===== src/rtl/tff_toggle_rx_if.sv =====
// Toggle-link receive bus: sender level and consumer ack in; event strobe,
// pending/overrun flags, mirrored TFF level and event count out.
//   tgl_in   toggle level from the sender (each change = one event)
//   ack      consumer acknowledge, clears pend
//   pulse    one-cycle strobe per detected event
//   pend     event waiting for ack
//   ovr      sticky overrun flag
//   q/q_bar  mirror of the sender level and its complement
//   evt_cnt  event count modulo 2^CNT_W
// Modports: master = sender/consumer side, slave = receiver (tff_toggle_rx).
interface tff_toggle_rx_if #(
    parameter int unsigned CNT_W = 8
);
    logic             tgl_in;
    logic             ack;
    logic             pulse;
    logic             pend;
    logic             ovr;
    logic             q;
    logic             q_bar;
    logic [CNT_W-1:0] evt_cnt;

    modport master (
        output tgl_in,
        output ack,
        input  pulse,
        input  pend,
        input  ovr,
        input  q,
        input  q_bar,
        input  evt_cnt
    );

    modport slave (
        input  tgl_in,
        input  ack,
        output pulse,
        output pend,
        output ovr,
        output q,
        output q_bar,
        output evt_cnt
    );
endinterface


===== src/rtl/tff_toggle_rx.sv =====
// Receive end of a T-flip-flop toggle link. Each change of the sender level
// becomes a one-cycle pulse; pend is held until the consumer acks, events that
// arrive while pend is set raise the sticky ovr flag. The sender's q/q_bar are
// mirrored and events are counted modulo 2^CNT_W.
// Ports:
//   clk   rising-edge clock
//   rst   asynchronous active-low reset
//   bus   tff_toggle_rx_if.slave (tgl_in, ack in; pulse, pend, ovr, q,
//         q_bar, evt_cnt out)
// Configuration macro: TFF_RX_SYNC_EN -- when defined, tgl_in passes through a
//   SYNC_STAGES-deep synchronizer and the arm phase waits for it to fill.
module tff_toggle_rx #(
    parameter int unsigned CNT_W       = 8,
    parameter int unsigned SYNC_STAGES = 2
) (
    input  logic           clk,
    input  logic           rst,
    tff_toggle_rx_if.slave bus
);

`ifdef TFF_RX_SYNC_EN
    localparam int unsigned ARM_LEN = SYNC_STAGES;
`else
    localparam int unsigned ARM_LEN = 0;
`endif
    localparam int unsigned ARM_W = $clog2(SYNC_STAGES + 1);

    typedef enum logic [1:0] {
        ARM  = 2'd0,
        IDLE = 2'd1,
        PEND = 2'd2
    } state_t;

    state_t           state_r;
    logic             tgl_s;
    logic             prev_r;
    logic             pulse_r;
    logic             pend_r;
    logic             ovr_r;
    logic             q_r;
    logic [CNT_W-1:0] cnt_r;
    logic [ARM_W-1:0] arm_cnt_r;
    logic             evt_c;
    logic             arm_done_c;

`ifdef TFF_RX_SYNC_EN
    // Synchronizer for an asynchronous sender.
    logic [SYNC_STAGES-1:0] sync_r;

    always_ff @(posedge clk or negedge rst) begin
        if (!rst) begin
            sync_r <= '0;
        end else begin
            sync_r <= {sync_r[SYNC_STAGES-2:0], bus.tgl_in};
        end
    end

    assign tgl_s = sync_r[SYNC_STAGES-1];
`else
    assign tgl_s = bus.tgl_in;
`endif

    // A level difference against the previous sample is one event.
    assign evt_c      = (tgl_s != prev_r);
    // Arm completes once the synchronizer holds a valid sample (immediately without one).
    assign arm_done_c = (arm_cnt_r == ARM_W'(ARM_LEN));

    // Receive FSM and all registered outputs.
    always_ff @(posedge clk or negedge rst) begin
        if (!rst) begin
            state_r   <= ARM;
            prev_r    <= 1'b0;
            pulse_r   <= 1'b0;
            pend_r    <= 1'b0;
            ovr_r     <= 1'b0;
            q_r       <= 1'b0;
            cnt_r     <= '0;
            arm_cnt_r <= '0;
        end else begin
            pulse_r <= 1'b0;
            prev_r  <= tgl_s;
            case (state_r)
                ARM: begin
                    // Adopt the current level without treating it as an event.
                    if (arm_done_c) begin
                        q_r     <= tgl_s;
                        state_r <= IDLE;
                    end else begin
                        arm_cnt_r <= arm_cnt_r + ARM_W'(1);
                    end
                end
                IDLE: begin
                    if (evt_c) begin
                        pulse_r <= 1'b1;
                        q_r     <= ~q_r;
                        cnt_r   <= cnt_r + CNT_W'(1);
                        pend_r  <= 1'b1;
                        state_r <= PEND;
                    end
                end
                PEND: begin
                    if (evt_c) begin
                        // New event replaces the acked one, or overruns an unacked one.
                        pulse_r <= 1'b1;
                        q_r     <= ~q_r;
                        cnt_r   <= cnt_r + CNT_W'(1);
                        if (!bus.ack) begin
                            ovr_r <= 1'b1;
                        end
                    end else if (bus.ack) begin
                        pend_r  <= 1'b0;
                        state_r <= IDLE;
                    end
                end
                default: begin
                    state_r <= ARM;
                end
            endcase
        end
    end

    assign bus.pulse   = pulse_r;
    assign bus.pend    = pend_r;
    assign bus.ovr     = ovr_r;
    assign bus.q       = q_r;
    assign bus.q_bar   = ~q_r;
    assign bus.evt_cnt = cnt_r;

endmodule

===== src/flat_wrapper.sv =====
// flat-port wrapper written by rule: the top's interface ports become plain ports
module tff_toggle_rx_flat 
#(
    parameter int unsigned CNT_W       = 8,
    parameter int unsigned SYNC_STAGES = 2
)
  (clk, rst, bus_tgl_in, bus_ack, bus_pulse, bus_pend, bus_ovr, bus_q, bus_q_bar, bus_evt_cnt);
  tff_toggle_rx_if #(.CNT_W(CNT_W)) bus_i ();
  input  logic clk;
  input  logic rst;
  input wire logic [$bits(bus_i.tgl_in)-1:0] bus_tgl_in;
  input wire logic [$bits(bus_i.ack)-1:0] bus_ack;
  output wire logic [$bits(bus_i.pulse)-1:0] bus_pulse;
  output wire logic [$bits(bus_i.pend)-1:0] bus_pend;
  output wire logic [$bits(bus_i.ovr)-1:0] bus_ovr;
  output wire logic [$bits(bus_i.q)-1:0] bus_q;
  output wire logic [$bits(bus_i.q_bar)-1:0] bus_q_bar;
  output wire logic [$bits(bus_i.evt_cnt)-1:0] bus_evt_cnt;
  assign bus_i.tgl_in = bus_tgl_in;
  assign bus_i.ack = bus_ack;
  assign bus_pulse = bus_i.pulse;
  assign bus_pend = bus_i.pend;
  assign bus_ovr = bus_i.ovr;
  assign bus_q = bus_i.q;
  assign bus_q_bar = bus_i.q_bar;
  assign bus_evt_cnt = bus_i.evt_cnt;
  tff_toggle_rx #(.CNT_W(CNT_W), .SYNC_STAGES(SYNC_STAGES)) u_core (.clk(clk), .rst(rst), .bus(bus_i));
endmodule

===== config.mk =====
export PLATFORM = sky130hd
export DESIGN_NAME = tff_toggle_rx_flat
export DESIGN_NICKNAME = d
export VERILOG_FILES = /design/src/rtl/tff_toggle_rx_if.sv /design/src/rtl/tff_toggle_rx.sv /design/src/flat_wrapper.sv
export SDC_FILE = /design/constraint.sdc
export NUM_CORES = 1
export LEC_CHECK = 0
export CAP_MARGIN = 30
export CORE_ASPECT_RATIO = 0.8
export CORE_UTILIZATION = 50
export DETAILED_ROUTE_END_ITERATION = 12
export DONT_BUFFER_PORTS = 1
export HOLD_SLACK_MARGIN = 0.02
export PLACE_DENSITY = 0.75
export SLEW_MARGIN = 40
export SYNTH_ARGS = -nofsm -noshare
export SYNTH_HDL_FRONTEND = slang
export SYNTH_SLANG_ARGS = --single-unit

===== constraint.sdc =====
create_clock -name clk -period 1.5 [get_ports clk]
set_input_delay 0.15 -clock clk [delete_from_list [all_inputs] [get_ports clk]]
set_output_delay 0.15 -clock clk [all_outputs]
set_load 0.005 [all_outputs]

==> results of run 1 <==
power breakdown:
group          switching [uW]  internal, uW  leakage, uW
clock                     142           104    0.0000150
combinational             461           468     0.000265
sequential                203           628     0.000204
total                     806          1200     0.000484
layer usage:
metal,vias to the layer above,GRT usage,wire length (um)
met5,-,0,0
met4,0,0.0417,12
met3,3,0.0593,111
met2,18,0.287,790
met1,309,0.261,825
li1,297,-,-
cell type report:
class	instances	area, um2	share of cell area
Inverter	9	33.8	0.0315
Sequential cell	17	427	0.397
Clock buffer	4	26.3	0.0245
Tap cell	22	27.5	0.0256
Multi-Input combinational cell	51	489	0.456
Timing Repair Buffer	9	70.1	0.0653
through the flow:
stage | cell area [um2] | hold WS, ns | setup TNS (ns) | power, uW | worst slack, ns
floorplan | 937 | -0.146 | 0 | 1360 | 0.0177
global placement | 987 | -0.145 | 0 | 1570 | 0.0400
detailed placement | 987 | -0.145 | -0.0527 | 1610 | -0.0480
CTS | 1050 | 0.0905 | 0 | 1950 | 0.0226
global route | 1070 | 0.120 | -0.124 | 2140 | -0.0985
finish | 1070 | 0.0898 | 0 | 2000 | 0.0200
flip-flops by register name, indices dropped and copies added, names as in the netlist:
register	count
u_core.arm_cnt_r	2
u_core.bus.q	1
u_core.bus.pend	1
u_core.bus.ovr	1
u_core.prev_r	1
u_core.bus.pulse	1
u_core.bus.evt_cnt	8
u_core.state_r	2
tightest hold or removal path: cells and delay by family:
| kind | cells | cell delay (ns) |
|---|---|---|
| and+or+nand+nor | 1 | 0.09 |
| buffers and inverters | 1 | 0.04 |
| xor gates and xnor gates | 1 | 0.07 |
Yosys cell counts:
cell type and n:
nand2b_1 1, nor3_2 1, nand2_1 2, xor2_4 1
o41ai_1 1, xnor2_1 5, dfrtp_1 17, o21ai_0 1
inv_1 9, a31oi_1 1, nand4_1 3, a221oi_1 1
a21oi_1 2, xor2_1 3, nor2_1 2, mux2i_1 1
nand3_1 5, mux2_4 1, nand2_2 1, o22a_1 1
mux2_2 1, o32ai_1 1, xnor2_4 1, nand3_2 1
nor3_1 1, o21ai_1 1, buf_6 2, ha_1 8
a31o_2 1, o21ai_2 1, mux2_1 1, o21bai_1 1
timing repair:
item | 4_1_cts | 5_1_grt
setup endpoints to repair | 3 | 3
endpoints found under the hold margin | 18 | 17
hold buffers | 2 | 1
gates resized for setup | 2 | 6
path summary, 6_finish.rpt:
path / from / to / slack, ns / cells after the start
max reg2reg: u_core.state_r[1] / u_core.bus.evt_cnt[5] / 0.02 / 6
min reg2reg: u_core.arm_cnt_r[0] / u_core.arm_cnt_r[0] / 0.48 / 1
min in group asynchronous: rst / u_core.state_r[0] / 0.30 / 2
min: bus_tgl_in / u_core.bus.pulse / 0.09 / 3
max: u_core.state_r[1] / u_core.bus.evt_cnt[5] / 0.02 / 6
max in group asynchronous: rst / u_core.prev_r / 0.90 / 2
cells by family after synthesis:
group                      Yosys count  share of synthesized area
xor gates and xnor gates            10                      0.134
and+or+nand+nor                     17                      0.103
AOI/OAI and AO/OA                   12                     0.0921
buffers and inverters               11                     0.0601
muxes                                4                     0.0507
adders and majority gates            8                      0.107
DFF                                 17                      0.454
==> impl_results.md, run 1 <==
- Worst path buffer plus inverter count: 1
- Final std cells w/o fill: 112
- Core Area: ~0.0017 mm2
- Number of global-route vias before repair: roughly 560
- Most frequent cells in the layout: dfrtp_1 (16), inv_1 (8), ha_1 (6), buf_4 (6)
- Syn Inst Count: slightly below 80
- Wire length of the first global-routing pass: 2.66 mm
- Tightest Pin Transition: 0.386 ns
- Fin Clk Skew: 0.00643 ns
- Pin count of the biggest net entering global routing: 18
- Drt pass-1 iters: 4
- Initial antenna violation count: 0
- Residual DRC: 0
- Total congestion overflow: 0
- Routed vias/inst: 5.60
- CTS tree: yes
- GRT Overall Usage: 0.187
- Min cycle time layout: 1.48 ns
- Placer Congestion: 0.760
- Layout Utilization: 0.635
- Num ports: 17
- Post-DP HPWL: 1.27 mm
- Worst Hold Class: primary input to flip-flop
- WP data arrival: approximately 1.7 ns
- Post-CTS Setup Bufs: 0
- # fillers: 138
- Die W: 50.4 um
- Slew HR: 0.743
- Ranking of synthesized cells by area: dfrtp_1 (45%), ha_1 (11%), xnor2_1 (4.7%), inv_1 (3.6%), xnor2_4 (2.9%)
- Share of layout cells above drive strength 1: 0.300
- Post-synth cell types: 32
- PD cells: 1870 mW/mm2
- Nets@finish: a little over 100
- I/O Buffers: 0
- Iteration-0 DRC Markers: 11
- Number of max-cap violations: 0
- Synthesized area: 937 um2
- Yosys top cell by area: dfrtp_1
- Die height: 40.7 um
- CTS Buffer Depth: 2
- Antenna cell count: 0
- Synth Net Count: 91
- Lkg Pwr: 0.000484 uW
- Initial Utilization: 0.554
- VDD IR max: 963 uV
- Status: complete, no violations
- Final Max Tran Viols: 0
- Clock-pin slew on the worst setup and hold paths: 0.09 ns
- Final setup vio count: 0
- H-tree depth: 1
- Yosys top cell area share: 0.454
- Fin. Hold Viols: 0
- Crit-path cells: inv_1 > ha_4 > nand4_1 > nor2_2 > nand3_1 > xnor2_1
- Fmax: 676 MHz
- Crit end category: flip-flop
- Critical path type: flip-flop to flip-flop
- Die footprint: 0.00205 mm2
- Slowest cell delay on critical path: 0.35 ns
- CTS sink count: 17
- Clock root buffer master: clkbuf_4
- RSZ-0062 raised after global routing: true
- Drt total wl: 1.74 mm
- Area delta synth->final: 14.6%
- Vias: ~630
- Most common cell after layout, fill and taps aside: dfrtp_1
- Worst path required time: 1.68 ns
- Top delay family on crit path: simple AND/OR/NAND/NOR gates
- ANT nets after route: 0
- Critical-path maximum fanout: 5
- Total CTS buffers: 3
- Worst-Skew Late Latency: around 0.30 ns
- Routed wire per std cell: 15.5 um
- Final Cycle Share: 0.987
- Register area share after synthesis: 0.454
- Cells after DPL: 105
- Syn Area/Cell: around 12 um2
- Row Count: 13
- Crit-path slowest cell: dfrtp_1
- Synth warn: 0
- Flop and latch count out of synthesis: 17
- Startpoint Class: flip-flop
(Power assumes the default switching activity.)
==> run 2: changes to the inputs <==
--- a/config.mk
+++ b/config.mk
@@ -7,11 +7,11 @@
 export LEC_CHECK = 0
 export CAP_MARGIN = 30
 export CORE_ASPECT_RATIO = 0.8
-export CORE_UTILIZATION = 50
+export CORE_UTILIZATION = 35
 export DETAILED_ROUTE_END_ITERATION = 12
 export DONT_BUFFER_PORTS = 1
 export HOLD_SLACK_MARGIN = 0.02
-export PLACE_DENSITY = 0.75
+export PLACE_DENSITY = 0.58
 export SLEW_MARGIN = 40
 export SYNTH_ARGS = -nofsm -noshare
 export SYNTH_HDL_FRONTEND = slang
==> run 2 against run 1 <==
Compared with the run above:
- non-clock buffer count up 1
- global-route usage shrank 5.8 points
- routed wire length shrank 2.4%
- worst setup slack better by 0.019 ns
==> impl_results.md, run 2 (synthesis results as in run 1) <==
- I/O Buffers: 0 (unchanged)
- CTS Buffer Depth: 2 (unchanged)
- RSZ-0062 raised after global routing: false (was true)
- Most frequent cells in the layout: dfrtp_1 (16), inv_1 (8), buf_4 (7) (was dfrtp_1 (16), inv_1 (8), ha_1 (6), buf_4 (6))
- Total Power: 1960 uW (was 2000 uW)
- Critical path type: flip-flop to flip-flop (unchanged)
- Nets@finish: 104 (was 103)
- Clock-pin slew on the worst setup and hold paths: 0.10 ns (was 0.09 ns)
- Final setup vio count: 0 (unchanged)
- Die height: 48.3 um (was 40.7 um)
- Routed vias/inst: 4.74 (was 5.60)
- Iteration-0 DRC Markers: 17 (was 11)
- Die footprint: 0.00289 mm2 (was 0.00205 mm2)
- Routed wire per std cell: 13.4 um (was 15.5 um)
- Initial Utilization: 0.378 (was 0.554)
- Lkg Pwr: 0.000485 uW (was 0.000484 uW)
- TNS Setup: 0 ns (unchanged)
- Clock root buffer master: clkbuf_4 (unchanged)
- Reg area: 427 um2 (unchanged)
- Share of layout cells above drive strength 1: 0.286 (was 0.300)
- Row Count: 16 (was 13)
- Worst-Skew Late Latency: 0.29 ns (was 0.30 ns)
- Num ports: 17 (unchanged)
- Worst Hold Class: primary input to flip-flop (unchanged)
- Drt total wl: 1.70 mm (was 1.74 mm)
- CTS sink count: 17 (unchanged)
- Fin Clk Skew: 0.00523 ns (was 0.00643 ns)
- Area after DPL: 0.00101 mm2 (was 987 um2)
- Post-DP HPWL: 1.32 mm (was 1.27 mm)
- FF-to-FF End: u_core.bus.evt_cnt[1] (was u_core.bus.evt_cnt[5])
- Final Cycle Share: 0.974 (was 0.987)
- Fin. Hold Viols: 0 (unchanged)
- Initial antenna violation count: 0 (unchanged)
- VDD IR max: 882 uV (was 963 uV)
- Status: complete, no violations (unchanged)
- Clock group share of total power: 0.124 (was 0.122)
- Number of max-cap violations: 0 (unchanged)
- Most common cell after layout, fill and taps aside: dfrtp_1 (unchanged)
- Crit-path slowest cell: dfrtp_1 (unchanged)
- Switching Share: 0.394 (was 0.402)
- Post-CTS Setup Bufs: 0 (unchanged)
- Hold Path Stages: 3 (unchanged)
- Core Area: 0.00248 mm2 (was 0.00169 mm2)
- Max reg flops: 8 (unchanged)
- Startpoint Class: flip-flop (unchanged)
- Sequential Power Share: 0.423 (was 0.414)
- Residual DRC: 0 (unchanged)
- Worst path buffer plus inverter count: 2 (was 1)
- Drt pass-1 iters: 4 (unchanged)
- WP data arrival: 1.62 ns (was 1.66 ns)
- Die W: 59.9 um (was 50.4 um)
- Cells after DPL: 120 (was 105)
- Logic gate share of total power: 0.454 (was 0.463)
- Slew HR: 0.745 (was 0.743)
- ANT nets after route: 0 (unchanged)
- Final Max Tran Viols: 0 (unchanged)
- Top delay family on crit path: flip-flops (was simple AND/OR/NAND/NOR gates)
- Critical-path maximum fanout: 4 (was 5)
- Area delta synth->final: 15.6% (was 14.6%)
- Total congestion overflow: 0 (unchanged)
- # fillers: 254 (was 138)
- Vias: 602 (was 627)
- Worst R2R Path Depth: 5 (was 6)
- H-tree depth: 1 (unchanged)
- Min-delay src: bus_tgl_in (unchanged)
- CTS tree: yes (unchanged)
- Hold Path Sink: u_core.bus.evt_cnt[2] (was u_core.bus.pulse)
- Antenna cell count: 0 (unchanged)
- Slowest cell delay on critical path: 0.41 ns (was 0.35 ns)
- Switching power: 775 uW (was 806 uW)
- FF-to-FF Start: u_core.state_r[1] (unchanged)
- Total CTS buffers: 3 (unchanged)
- Cell internal pwr: 1190 uW (was 1200 uW)
- Final std cells w/o fill: 127 (was 112)
- Fmax: 684 MHz (was 676 MHz)
- PD cells: 1810 mW/mm2 (was 1870 mW/mm2)
- Tightest Pin Transition: 0.383 ns (was 0.386 ns)
- Crit-path cells: inv_1 > ha_4 > buf_4 > nand2_2 > mux2_1 (was inv_1 > ha_4 > nand4_1 > nor2_2 > nand3_1 > xnor2_1)
- Min cycle time layout: 1.46 ns (was 1.48 ns)
- Number of global-route vias before repair: 566 (was 562)
- Worst path required time: 1.66 ns (was 1.68 ns)
- Worst hold slack: 0.115 ns (was 0.0898 ns)
- GRT Overall Usage: 0.129 (was 0.187)
- Wire length of the first global-routing pass: 2.66 mm (unchanged)
- Post-Layout Inst Area: 0.00108 mm2 (was 0.00107 mm2)
- Crit end category: flip-flop (unchanged)
- Area occupied by multi-input gates: 473 um2 (was 489 um2)
- Placer Congestion: 0.682 (was 0.760)
- Pin count of the biggest net entering global routing: 18 (unchanged)
- Worst R2R Setup Slack: 0.04 ns (was 0.02 ns)
[run 2: area by class of cell]
| cell class | count | area share |
|---|---|---|
| multi-input cells | 51 | 0.436 |
| flip-flops and latches | 17 | 0.394 |
| repair buffers | 10 | 0.0716 |
| well taps | 36 | 0.0416 |
| inverters | 9 | 0.0312 |
| clock buffers | 3 | 0.0208 |
| clock inverters | 1 | 0.00462 |
[run 2: worst max-delay path by stage]
stage	cells after the start	to	from	slack (ns)
floorplan	6	u_core.bus.evt_cnt[6]	u_core.state_r[0]	0.02
global placement	5	u_core.bus.evt_cnt[1]	u_core.state_r[0]	0.03
detailed placement	5	u_core.bus.evt_cnt[1]	u_core.state_r[1]	0.01
CTS	5	u_core.bus.evt_cnt[1]	u_core.state_r[1]	0.04
global route	5	u_core.bus.evt_cnt[1]	u_core.state_r[1]	0.004
finish	5	u_core.bus.evt_cnt[1]	u_core.state_r[1]	0.04
[run 2: timing repair]
item	CTS	global route
hold buffers	2	1
endpoints found under the hold margin	18	17
gates cloned	0	0
endpoints found under the setup margin	2	3
gates resized for setup	1	4
[run 2: worst reg2reg max path, cell delays in order, from the launching register on]
cell	delay [ns]
dfrtp_1	0.41
inv_1	0.11
ha_4	0.22
buf_4	0.15
nand2_2	0.09
mux2_1	0.36
[run 2: per-layer routing]
layer  vias up  track usage  wire, um
li1        300            -         -
met3         2       0.0398        79
met2        13        0.202       785
met1       287        0.169       819
met4         0       0.0558        14
met5         -            0         0
[run 2: through the flow]
| step | util | worst slack, ns |
|---|---|---|
| after floorplan | - | 0.0177 |
| after global placement | 0.408 | 0.0286 |
| after detailed placement | 0.408 | 0.0102 |
| after CTS | 0.432 | 0.0389 |
| after global routing | 0.436 | 0.00354 |
| final | 0.436 | 0.0390 |
[run 2: power by group through the flow]
stage	sequential (uW)	combinational, uW	clock [uW]
after floorplan	801	556	0
after global placement	842	778	0
after detailed placement	841	815	0
after CTS	833	887	258
after global routing	864	992	277
final	830	892	243
